## src/rtl/prio_enc_8x3.sv

```systemverilog
// 8-line request accumulator with a fixed or round-robin priority encoder and a
// valid/ready presentation stage; one grant per cycle when the consumer keeps up.
module prio_enc_8x3 (
  input  logic       clk,
  input  logic       rst,
  input  logic [7:0] req,
  input  logic       en,
  input  logic       rr,
  input  logic       out_ready,
  output logic [2:0] code,
  output logic       valid,
  output logic [7:0] pending,
  output logic       dup
);

  typedef enum logic {IDLE, PRESENT} state_t;

  state_t     state;
  logic [2:0] last;
  logic       grant;
  logic [2:0] sel;
  logic [7:0] clear;

  function automatic logic [2:0] sel_fixed(input logic [7:0] p);
    logic [2:0] s;
    s = 3'd0;
    for (int i = 0; i < 8; i++)
      if (p[i]) s = 3'(i);
    return s;
  endfunction

  // Walk from the lowest-priority slot (last itself) up to last-1; later hits
  // overwrite earlier ones, so the line nearest below last wins.
  function automatic logic [2:0] sel_rr(input logic [7:0] p, input logic [2:0] lst);
    logic [2:0] s;
    logic [2:0] idx;
    s = 3'd0;
    for (int k = 8; k >= 1; k--) begin
      idx = lst - 3'(k);
      if (p[idx]) s = idx;
    end
    return s;
  endfunction

  always_comb begin
    grant = en && (pending != 8'h00) && ((state == IDLE) || out_ready);
    sel   = rr ? sel_rr(pending, last) : sel_fixed(pending);
    clear = grant ? (8'h01 << sel) : 8'h00;
  end

  always_ff @(posedge clk) begin
    if (rst) begin
      state   <= IDLE;
      valid   <= 1'b0;
      code    <= 3'd0;
      pending <= 8'h00;
      dup     <= 1'b0;
      last    <= 3'd0;
    end else begin
      pending <= (pending & ~clear) | req;
      dup     <= |(req & pending & ~clear);
      if (grant) begin
        code  <= sel;
        last  <= sel;
        state <= PRESENT;
        valid <= 1'b1;
      end else if ((state == PRESENT) && out_ready) begin
        state <= IDLE;
        valid <= 1'b0;
      end
    end
  end

endmodule

```

## config.mk

```make
export PLATFORM = sky130hd
export DESIGN_NAME = prio_enc_8x3
export DESIGN_NICKNAME = d
export VERILOG_FILES = /design/src/rtl/prio_enc_8x3.sv
export SDC_FILE = /design/constraint.sdc
export NUM_CORES = 1
export LEC_CHECK = 0
export BUFFER_PORTS_ARGS = -buffer_cell sky130_fd_sc_hd__buf_2
export CAP_MARGIN = 0
export CORE_ASPECT_RATIO = 0.75
export CORE_MARGIN = 5
export CORE_UTILIZATION = 63
export CTS_CLUSTER_DIAMETER = 200
export DETAILED_ROUTE_END_ITERATION = 12
export GPL_ROUTABILITY_DRIVEN = 0
export PLACE_DENSITY = 0.86
export SETUP_SLACK_MARGIN = 0.1
export SLEW_MARGIN = 0
export SYNTH_ARGS = -nofsm -noshare
export SYNTH_HDL_FRONTEND = slang
export SYNTH_SLANG_ARGS = --single-unit
```

## constraint.sdc

```tcl
create_clock -name clk -period 10.5 [get_ports clk]
set_input_delay 2.1 -clock clk [delete_from_list [all_inputs] [get_ports clk]]
set_output_delay 2.1 -clock clk [all_outputs]
set_load 0.005 [all_outputs]
```

==> results of run 1 <==
## state kept, by name (all words and copies together) (netlist names)
name	cells
last	3
state	1
dup	1
pending	8
## routing by layer
metal | wire length [um] | GRT usage (%) | vias to the layer above
met5 | 0 | 0 | -
met4 | 59 | 4.47 | 0
met3 | 559 | 7.22 | 9
met2 | 2110 | 36.0 | 112
met1 | 2100 | 37.3 | 844
li1 | - | - | 860
## where the power goes
| part | leakage (nW) | internal, mW | switching, mW |
|---|---|---|---|
| combinational | 0.617 | 0.103 | 0.123 |
| sequential | 0.109 | 0.0554 | 0.0180 |
| clock | 0.0228 | 0.0268 | 0.0172 |
| total | 0.748 | 0.186 | 0.158 |
## worst paths after layout
path	start	end
max reg2reg	last[1]	dup
min	state	state
min reg2reg	state	state
max	last[1]	dup
## area by class of cell
| class | instances | area, um2 | share of cell area [%] |
|---|---|---|---|
| Clock buffer | 4 | 45.0 | 2.29 |
| Tap cell | 38 | 47.5 | 2.42 |
| Sequential cell | 13 | 260 | 13.2 |
| Inverter | 10 | 37.5 | 1.91 |
| Timing Repair Buffer | 27 | 140 | 7.13 |
| Multi-Input combinational cell | 177 | 1430 | 73.0 |
## cell families after synthesis
kind of cell             count (synthesis)  share of synthesized area (%)
multiplexers                            36                           29.9
adder cells (fa/ha/maj)                  2                           1.34
AO/OA/AOI/OAI                           56                           21.7
flip-flops                              13                           14.0
buffers and inverters                   33                           8.94
AND/OR/NAND/NOR                         81                           22.5
XOR/XNOR                                 2                           1.75
## cell usage in the layout, fill, tap and decap left out, drive strengths merged, types with 3 or more instances in the layout
master  instances
nand2          20
nor4            3
nand3b          4
nor2           19
buf            27
nand3           9
or3             4
dfxtp          13
nor3            4
inv             9
o21ai           5
a211oi          4
mux2i          15
nor2b           3
clkbuf          4
mux2            6
mux4           15
nand2b          6
o211ai          4
a21oi          20
## metrics by stage
step | utilization, % | setup slack, ns | hold WS (ns)
final | 67.9 | 6.06 | 0.554
after global routing | 67.9 | 5.77 | 0.604
after CTS | 67.9 | 6.13 | 0.543
after detailed placement | 66.3 | 6.15 | 0.530
after global placement | 66.3 | 6.24 | 0.524
after floorplan | - | 6.60 | 0.513
## worst max-delay path: cells and delay by family (launching register included)
family | cells | cell delay (ns)
AO/OA/AOI/OAI | 5 | 1.52
adder cells (fa/ha/maj) | 1 | 0.82
flip-flops | 1 | 0.69
AND/OR/NAND/NOR | 3 | 0.67
buffers and inverters | 1 | 0.39
multiplexers | 1 | 0.23
==> flow_metrics.tcl, run 1 <==
set metrics [dict create \
    ioPinCount 26 \
    stdcell_count 269 \
    grt_pass1_vias 1718 \
    cts_buffers 3 \
    drive_gt1_share_pct 25.1 \
    grt_usage_pct 25.0 \
    start_kind "flop" \
    antenna_left 0 \
    cp.arrival_ns 4.56 \
    dieArea_um2 4150 \
    rrSetupSlack_ns 6.06 \
    routedWlPerCell_um 17.9 \
    fin_crit_ns 4.44 \
    antenna_found_initial 0 \
    postPlaceCellArea_um2 1920 \
    cts_setup_buffers 0 \
    synth_area_leader_cell "mux4_2" \
    slowest_stage "ha_1" \
    num-nets-final 247 \
    clock_sinks 13 \
    num_rows 17 \
    cts.clk_slew.worst_paths_ns 0.05 \
    syn_nets 238 \
    yosys_warnings 0 \
    fin_worst_skew_ns 0.00321 \
    worstHoldPathCells 2 \
    critPathKind "reg -> reg" \
    crit_path_end_kind "flop" \
    hold_viol 0 \
    root_buffer "clkbuf_8" \
    die-height_um 57.1 \
    cts_hold_buf 0 \
    drcViolationCount 0 \
    reg2reg_depth 11 \
    cts.path.max_buffers 2 \
    hpwl_um 3540 \
    rsz0062_at_grt "no" \
    yosysSeqAreaShare_pct 14.0 \
    avgSynthCellArea_um2 8.34 \
    drtIter0Drc 286 \
    slew_headroom_pct 55.9 \
    area_growth_pct 5.58 \
    p_leak_nw 0.748 \
    max_freq_ghz 0.225 \
    drt_wl_total_um 4820 \
    grt_max_degree 28 \
    path_max_fanout 16 \
    hp-class "reg -> reg" \
    worstPathCellList "clkinv_1 > ha_1 > mux2i_1 > o22ai_1 > nor4b_1 > o2111a_1 > o41a_1 > or3_4 > o211ai_2 > a221o_1 > nand4_1" \
    synthCells 223 \
    worstMarginPinSlew_ns 0.661 \
    status "complete, no violations" \
    clock_latency_ns 0.24 \
    die_width_um 72.8 \
    grt_pass1_wl_um 8340 \
    htree_levels 1 \
    post_drt_via_cell_ratio 6.78 \
    maxCapViolCount 0 \
    tns_ns 0 \
    slew_violations 0 \
    core_um2 2890 \
    netlist_top_cells_count "a21oi_1, nand2_1, nor2_1" \
    period_share_pct 42.3 \
    port_buffers 25 \
    placed_cells 265 \
    synth_top_area_share_pct 18.2 \
    first_pass_iters 5 \
    initial_utilization_pct 64.3 \
    syn_area_um2 1860 \
    required_ns 10.62 \
    yosysUniqueCellTypes 57 \
    synth_edf_count 0 \
    cts_resized 0 \
    fillers 255 \
    finalPower_uw 344 \
    power_density_nw_per_um2 175 \
    final_area_um2 1960 \
    ys_ff_latch 13 \
    num_vias 1825 \
    async_reset_ff_share_pct 0 \
    ys_top_cells_by_area "mux4_2, dfxtp_1, mux2i_1, a21oi_1, nand2_1" \
    diodes 0 \
    ys.flop_type "dfxtp_1" \
    setup_viol 0 \
    slowest_delay_ns 0.82 \
    cts_tree "done" \
    peakVddDrop_v 0.000109 \
    grt.overflow.total 0 \
]
No activity file was read; power rests on OpenSTA's default activity.
==> run 2, diff against run 1 <==
--- a/config.mk
+++ b/config.mk
@@ -5,15 +5,16 @@
 export SDC_FILE = /design/constraint.sdc
 export NUM_CORES = 1
 export LEC_CHECK = 0
+export ABC_AREA = 1
 export BUFFER_PORTS_ARGS = -buffer_cell sky130_fd_sc_hd__buf_2
 export CAP_MARGIN = 0
 export CORE_ASPECT_RATIO = 0.75
 export CORE_MARGIN = 5
-export CORE_UTILIZATION = 63
+export CORE_UTILIZATION = 55
 export CTS_CLUSTER_DIAMETER = 200
 export DETAILED_ROUTE_END_ITERATION = 12
 export GPL_ROUTABILITY_DRIVEN = 0
-export PLACE_DENSITY = 0.86
+export PLACE_DENSITY = 0.79
 export SETUP_SLACK_MARGIN = 0.1
 export SLEW_MARGIN = 0
 export SYNTH_ARGS = -nofsm -noshare
==> constraint.sdc (replaced) <==
create_clock -name clk -period 4.45 [get_ports clk]
set_input_delay 0.89 -clock clk [delete_from_list [all_inputs] [get_ports clk]]
set_output_delay 0.89 -clock clk [all_outputs]
set_load 0.005 [all_outputs]
==> flow_metrics.tcl, run 2 <==
set metrics [dict create \
    post_drt_via_cell_ratio 5.35 \
    cts_buffers 3 \
    rrSetupSlack_ns 1.37 \
    tns_ns 0 \
    start_kind "flop" \
    root_buffer "clkbuf_4" \
    p_leak_nw 0.886 \
    worstMarginPinSlew_ns 0.516 \
    ys.flop_type "dfxtp_1" \
    hold_viol 0 \
    dieArea_um2 3670 \
    synth_edf_count 0 \
    max_freq_ghz 0.324 \
    fin_worst_skew_ns 0.00709 \
    netlist_top_cells_count "nand2_1, nand3_1, inv_1" \
    syn_nets 252 \
    num-nets-final 277 \
    area_growth_pct 10.6 \
    crit_top_cell "nand2_1" \
    grt_pass1_wl_um 6270 \
    finalPower_uw 606 \
    critPathKind "reg -> reg" \
    hp-class "reg -> reg" \
    reg2reg_to "dup" \
    synth_top_area_share_pct 19.3 \
    drt_wl_total_um 3720 \
    die-height_um 53.7 \
    rsz0062_at_grt "no" \
    drcViolationCount 0 \
    yosysSeqAreaShare_pct 18.6 \
    p_sw_share_pct 51.7 \
    yosysMostFrequentCell "nand2_1" \
    maxCapViolCount 0 \
    crit_path_end_kind "flop" \
    grt.overflow.total 0 \
    syn_area_um2 1400 \
    cts_hold_buf 0 \
    peakVddDrop_v 0.000220 \
    required_ns 4.62 \
    layout_commonest_cell "nand2_1" \
    crit_family "simple AND/OR/NAND/NOR gates" \
    path_max_fanout 13 \
    cp.arrival_ns 3.25 \
    hpwl_um 2940 \
    ys_top_cells_by_area "nand2_1, dfxtp_1, nand3_1, nand3_2, inv_1" \
    port_buffers 25 \
    layout_common_cells "nand2_1, nand3_1, inv_1" \
    p_seq_share_pct 25.8 \
    slowest_delay_ns 0.65 \
    cts.clk_slew.worst_paths_ns 0.08 \
    antenna_left 0 \
    clock_latency_ns 0.28 \
    yosys_warnings 0 \
    period_share_pct 69.3 \
    cts_resized 0 \
    drive_gt1_share_pct 24.9 \
    slew_violations 0 \
    drtIter0Drc 167 \
    p_int_uw 292 \
    slew_headroom_pct 65.6 \
    cp-endpoint "dup" \
    largest_register_ffs 8 \
    setup_viol 0 \
    cts_tree "done" \
    num_vias 1577 \
    htree_levels 1 \
    clock_sinks 13 \
    grt_usage_pct 22.6 \
    yosysUniqueCellTypes 27 \
    reg2reg_from "last[1]" \
    initial_utilization_pct 59.3 \
    slowest_stage "dfxtp_1" \
    ioPinCount 26 \
    clkPwrFrac_pct 12.4 \
    synthCells 237 \
    status "complete, no violations" \
    cts.path.max_buffers 2 \
    die_width_um 68.3 \
    cts_setup_buffers 0 \
    diodes 0 \
    grt_pass1_vias 1354 \
    fin_crit_ns 3.08 \
    ys_ff_latch 13 \
    worstPathCellList "inv_1 > ha_1 > inv_1 > nand3_1 > nand3_2 > nand2_2 > inv_2 > nand3_1 > nand2_1 > nand2_1 > nand2_1 > nand2_1 > nand2_1 > nand2_2 > a21oi_4 > nand3_1 > nand2_1 > nand2_1 > nor2_2 > a21oi_2" \
    num_rows 15 \
    async_reset_ff_share_pct 0 \
    top_regs "pending (8), last (3)" \
    cp_num_buf_inv 3 \
    largest_register "pending" \
    startpoint "last[1]" \
    antenna_found_initial 0 \
    reg2reg_depth 20 \
    p_switching_uw 313 \
    power_density_nw_per_um2 391 \
    first_pass_iters 5 \
    routedWlPerCell_um 12.6 \
    avgSynthCellArea_um2 5.92 \
    synth_area_leader_cell "nand2_1" \
    grt_max_degree 14 \
    cp.depth 20 \
    p_comb_share_pct 61.8 \
    core_um2 2360 \
]
run 2: final cells by class:
class | count | area (um2)
multi-input combinational | 184 | 963
fill | 236 | 813
sequential | 13 | 260
inverter | 35 | 134
timing repair buffer | 25 | 125
tap | 34 | 42.5
clock buffer | 4 | 26.3
run 2: worst min path at each step:
stage	slack [ns]	start	depth (start not counted)	end
CTS	0.49	state	2	state
detailed placement	0.48	state	2	state
global placement	0.48	state	2	state
floorplan	0.48	state	2	state
finish	0.49	state	2	state
global route	0.51	state	2	state
run 2: through the flow:
step | hold WS [ns] | setup slack, ns | cell area (um2) | util (%) | cells
after floorplan | 0.482 | 1.94 | 1400 | - | 237
after global placement | 0.479 | 1.49 | 1530 | 64.5 | 291
after detailed placement | 0.480 | 1.45 | 1530 | 64.5 | 291
after CTS | 0.493 | 1.43 | 1550 | 65.6 | 295
after global routing | 0.507 | 1.10 | 1550 | 65.6 | 295
final | 0.490 | 1.37 | 1550 | 65.6 | 295
run 2: logic make-up (layout without fill, tap and decap cells):
family / Yosys count / after routing / share of synthesized area, %
compound gates: 29 / 29 / 12.0
simple gates: 150 / 150 / 53.1
xor+xnor: 3 / 3 / 1.87
buf+inv: 40 / 64 / 12.8
flops: 13 / 13 / 18.6
fa+ha+maj: 2 / 2 / 1.78
run 2: worst reg2reg max path: stages (launching register included):
cell,delay [ns]
dfxtp_1,0.65
inv_1,0.24
ha_1,0.43
inv_1,0.20
nand3_1,0.14
nand3_2,0.10
nand2_2,0.08
inv_2,0.05
nand3_1,0.05
nand2_1,0.09
nand2_1,0.05
nand2_1,0.05
nand2_1,0.04
nand2_1,0.07
nand2_2,0.08
a21oi_4,0.16
nand3_1,0.14
nand2_1,0.09
nand2_1,0.06
nor2_2,0.14
a21oi_2,0.06
run 2: power by group through the flow:
stage	clock network, mW	logic [mW]	registers [mW]
2_1_floorplan	0	0.308	0.145
3_3_place_gp	0	0.367	0.158
3_5_place_dp	0	0.365	0.159
4_1_cts	0.0770	0.367	0.156
5_1_grt	0.0832	0.421	0.159
6_report	0.0753	0.374	0.156
run 2: layer usage:
| metal | global-route usage, % | share of wire, % | vias to the layer above |
|---|---|---|---|
| li1 | - | - | 808 |
| met1 | 34.7 | 50 | 692 |
| met2 | 32.5 | 39 | 75 |
| met3 | 5.01 | 10 | 2 |
| met4 | 2.31 | 0.32 | 0 |
| met5 | 0 | 0 | - |
==> run 3, diff against run 2 <==
--- a/config.mk
+++ b/config.mk
@@ -10,11 +10,11 @@
 export CAP_MARGIN = 0
 export CORE_ASPECT_RATIO = 0.75
 export CORE_MARGIN = 5
-export CORE_UTILIZATION = 55
+export CORE_UTILIZATION = 50
 export CTS_CLUSTER_DIAMETER = 200
 export DETAILED_ROUTE_END_ITERATION = 12
 export GPL_ROUTABILITY_DRIVEN = 0
-export PLACE_DENSITY = 0.79
+export PLACE_DENSITY = 0.76
 export SETUP_SLACK_MARGIN = 0.1
 export SLEW_MARGIN = 0
 export SYNTH_ARGS = -nofsm -noshare
==> constraint.sdc (replaced) <==
create_clock -name clk -period 2.5 [get_ports clk]
set_input_delay 0.5 -clock clk [delete_from_list [all_inputs] [get_ports clk]]
set_output_delay 0.5 -clock clk [all_outputs]
set_load 0.005 [all_outputs]
==> flow_metrics.tcl, run 3 (synthesis gave the netlist of run 2 again) <==
set metrics [dict create \
    status "complete, no violations" \
    final_util_pct 75.0 \
    p_leak_nw 1.04 \
    ioPinCount 26 \
    top_regs "pending (8), last (3)" \
    diodes 0 \
    peakVddDrop_v 0.000354 \
    core_um2 2640 \
    num-nets-final 299 \
    drtIter0Drc 132 \
    cts_buffers 3 \
    cp_num_buf_inv 4 \
    cts_tree "done" \
    drt_wl_total_um 4650 \
    crit_family "simple AND/OR/NAND/NOR gates" \
    initial_utilization_pct 53.1 \
    rrSetupSlack_ns 0.15 \
    hpwl_um 3000 \
    antenna_left 0 \
    area_growth_pct 41.3 \
    grt.overflow.total 0 \
    largest_register "pending" \
    cts.clk_slew.worst_paths_ns 0.06 \
    num_rows 16 \
    layout_common_cells "nand2_1, inv_1, buf_2" \
    antenna_found_initial 0 \
    reg2reg_depth 19 \
    hold_viol 0 \
    worstPathCellList "buf_6 > ha_4 > inv_1 > nand2_1 > nand2_2 > buf_4 > nand3_1 > nand2_1 > inv_1 > nand2_1 > nand2_1 > nand2_1 > nand2_2 > a21oi_4 > nand3_2 > nand2_2 > nand2_2 > nor2_4 > a21oi_2" \
    reg2reg_from "last[0]" \
    fin_crit_ns 2.35 \
    root_buffer "clkbuf_8" \
    slew_violations 0 \
    max_freq_ghz 0.426 \
    grt_pass1_wl_um 6310 \
    worstHoldPathCells 3 \
    cts.path.max_buffers 2 \
    reg2reg_to "dup" \
    drive_gt1_share_pct 43.5 \
    dieArea_um2 3980 \
    die_width_um 71.2 \
    routedWlPerCell_um 14.6 \
    hold-path-endpoint "pending[6]" \
    critPathKind "reg -> reg" \
    slowest_stage "dfxtp_2" \
    postPlaceCellArea_um2 1600 \
    grt_pass1_vias 1352 \
    crit_path_end_kind "flop" \
    setup_viol 0 \
    port_buffers 25 \
    fin_worst_skew_ns 0.00328 \
    power_density_nw_per_um2 706 \
    slowest_delay_ns 0.34 \
    drcViolationCount 0 \
    tns_ns 0 \
    clock_sinks 13 \
    maxCapViolCount 0 \
    slew_headroom_pct 66.0 \
    start_kind "flop" \
    grt_max_degree 13 \
    first_pass_iters 5 \
    crit_top_cell "nand2_1" \
    largest_register_ffs 8 \
    grt_usage_pct 19.4 \
    die-height_um 55.9 \
    htree_levels 1 \
    rsz0062_at_grt "yes" \
    post_drt_via_cell_ratio 5.39 \
    clock_latency_ns 0.24 \
    period_share_pct 93.9 \
    final_area_um2 1980 \
    layout_commonest_cell "nand2_1" \
    worstMarginPinSlew_ns 0.506 \
    num_vias 1719 \
    hp-start "req[6]" \
    cp.arrival_ns 2.47 \
    path_max_fanout 6 \
    required_ns 2.63 \
    hp-class "in -> reg" \
]
## run 3: changes by cell type in the layout (fill, tap and decap cells not counted), moves of 3 or more
cell      before  now
buf_4          0   19
clkbuf_4       3    0
nand3_1       33   18
nand3_2       12   22
nand2_2       11   21
clkbuf_8       0    3
nand3_4        0    5
nand2_1       72   61
## run 3: cell type report
type	count	area [um2]
Tap cell	36	45.0
Fill cell	196	661
Inverter	35	141
Timing Repair Buffer	47	310
Sequential cell	13	263
Multi-Input combinational cell	184	1180
Clock buffer	4	45.0
## run 3: report_power, final
group / total, mW / leakage (nW) / switching [mW] / internal (mW)
clock: 0.192 / 0.0228 / 0.0789 / 0.113
sequential: 0.259 / 0.109 / 0.0293 / 0.229
combinational: 0.948 / 0.912 / 0.580 / 0.368
total: 1.40 / 1.04 / 0.688 / 0.710
## run 3: metal layers
metal  part of all wire [%]  up-vias  GRT usage [%]
li1                       -      848              -
met1                     46      774           30.2
met2                     44       87           26.8
met3                    8.5       10           4.33
met4                    1.1        0           2.95
met5                      0        -              0
## run 3: stage by stage
step | cells | setup WS (ns) | power (mW) | hold WS, ns
2_1_floorplan | 237 | 0.173 | 0.817 | 0.482
3_3_place_gp | 301 | 0.164 | 0.962 | 0.479
3_5_place_dp | 301 | 0.175 | 0.962 | 0.488
4_1_cts | 305 | 0.157 | 1.16 | 0.473
5_1_grt | 319 | 0.0121 | 1.50 | 0.482
6_report | 319 | 0.154 | 1.40 | 0.479
## run 3: worst max path at each step
stage                       start  slack, ns  depth (start not counted)   to
after floorplan           last[0]       0.17                         22  dup
after global placement    last[0]       0.16                         21  dup
after detailed placement  last[0]       0.18                         20  dup
after CTS                 last[0]       0.16                         20  dup
after global routing      last[0]       0.01                         19  dup
final                     last[0]       0.15                         19  dup
## run 3: worst register-to-register path: cells and delay by family (launching register included)
kind,cells,cell delay [ns]
and+or+nand+nor,12,1.07
buffers and inverters,4,0.37
DFF,1,0.34
AOI/OAI and AO/OA,2,0.30
adders and majority gates,1,0.16
## run 3: timing repair
action	4_1_cts	5_1_grt
setup endpoints to repair	0	9
hold buffers	0	0
resized for setup	0	49
setup buffers	0	14
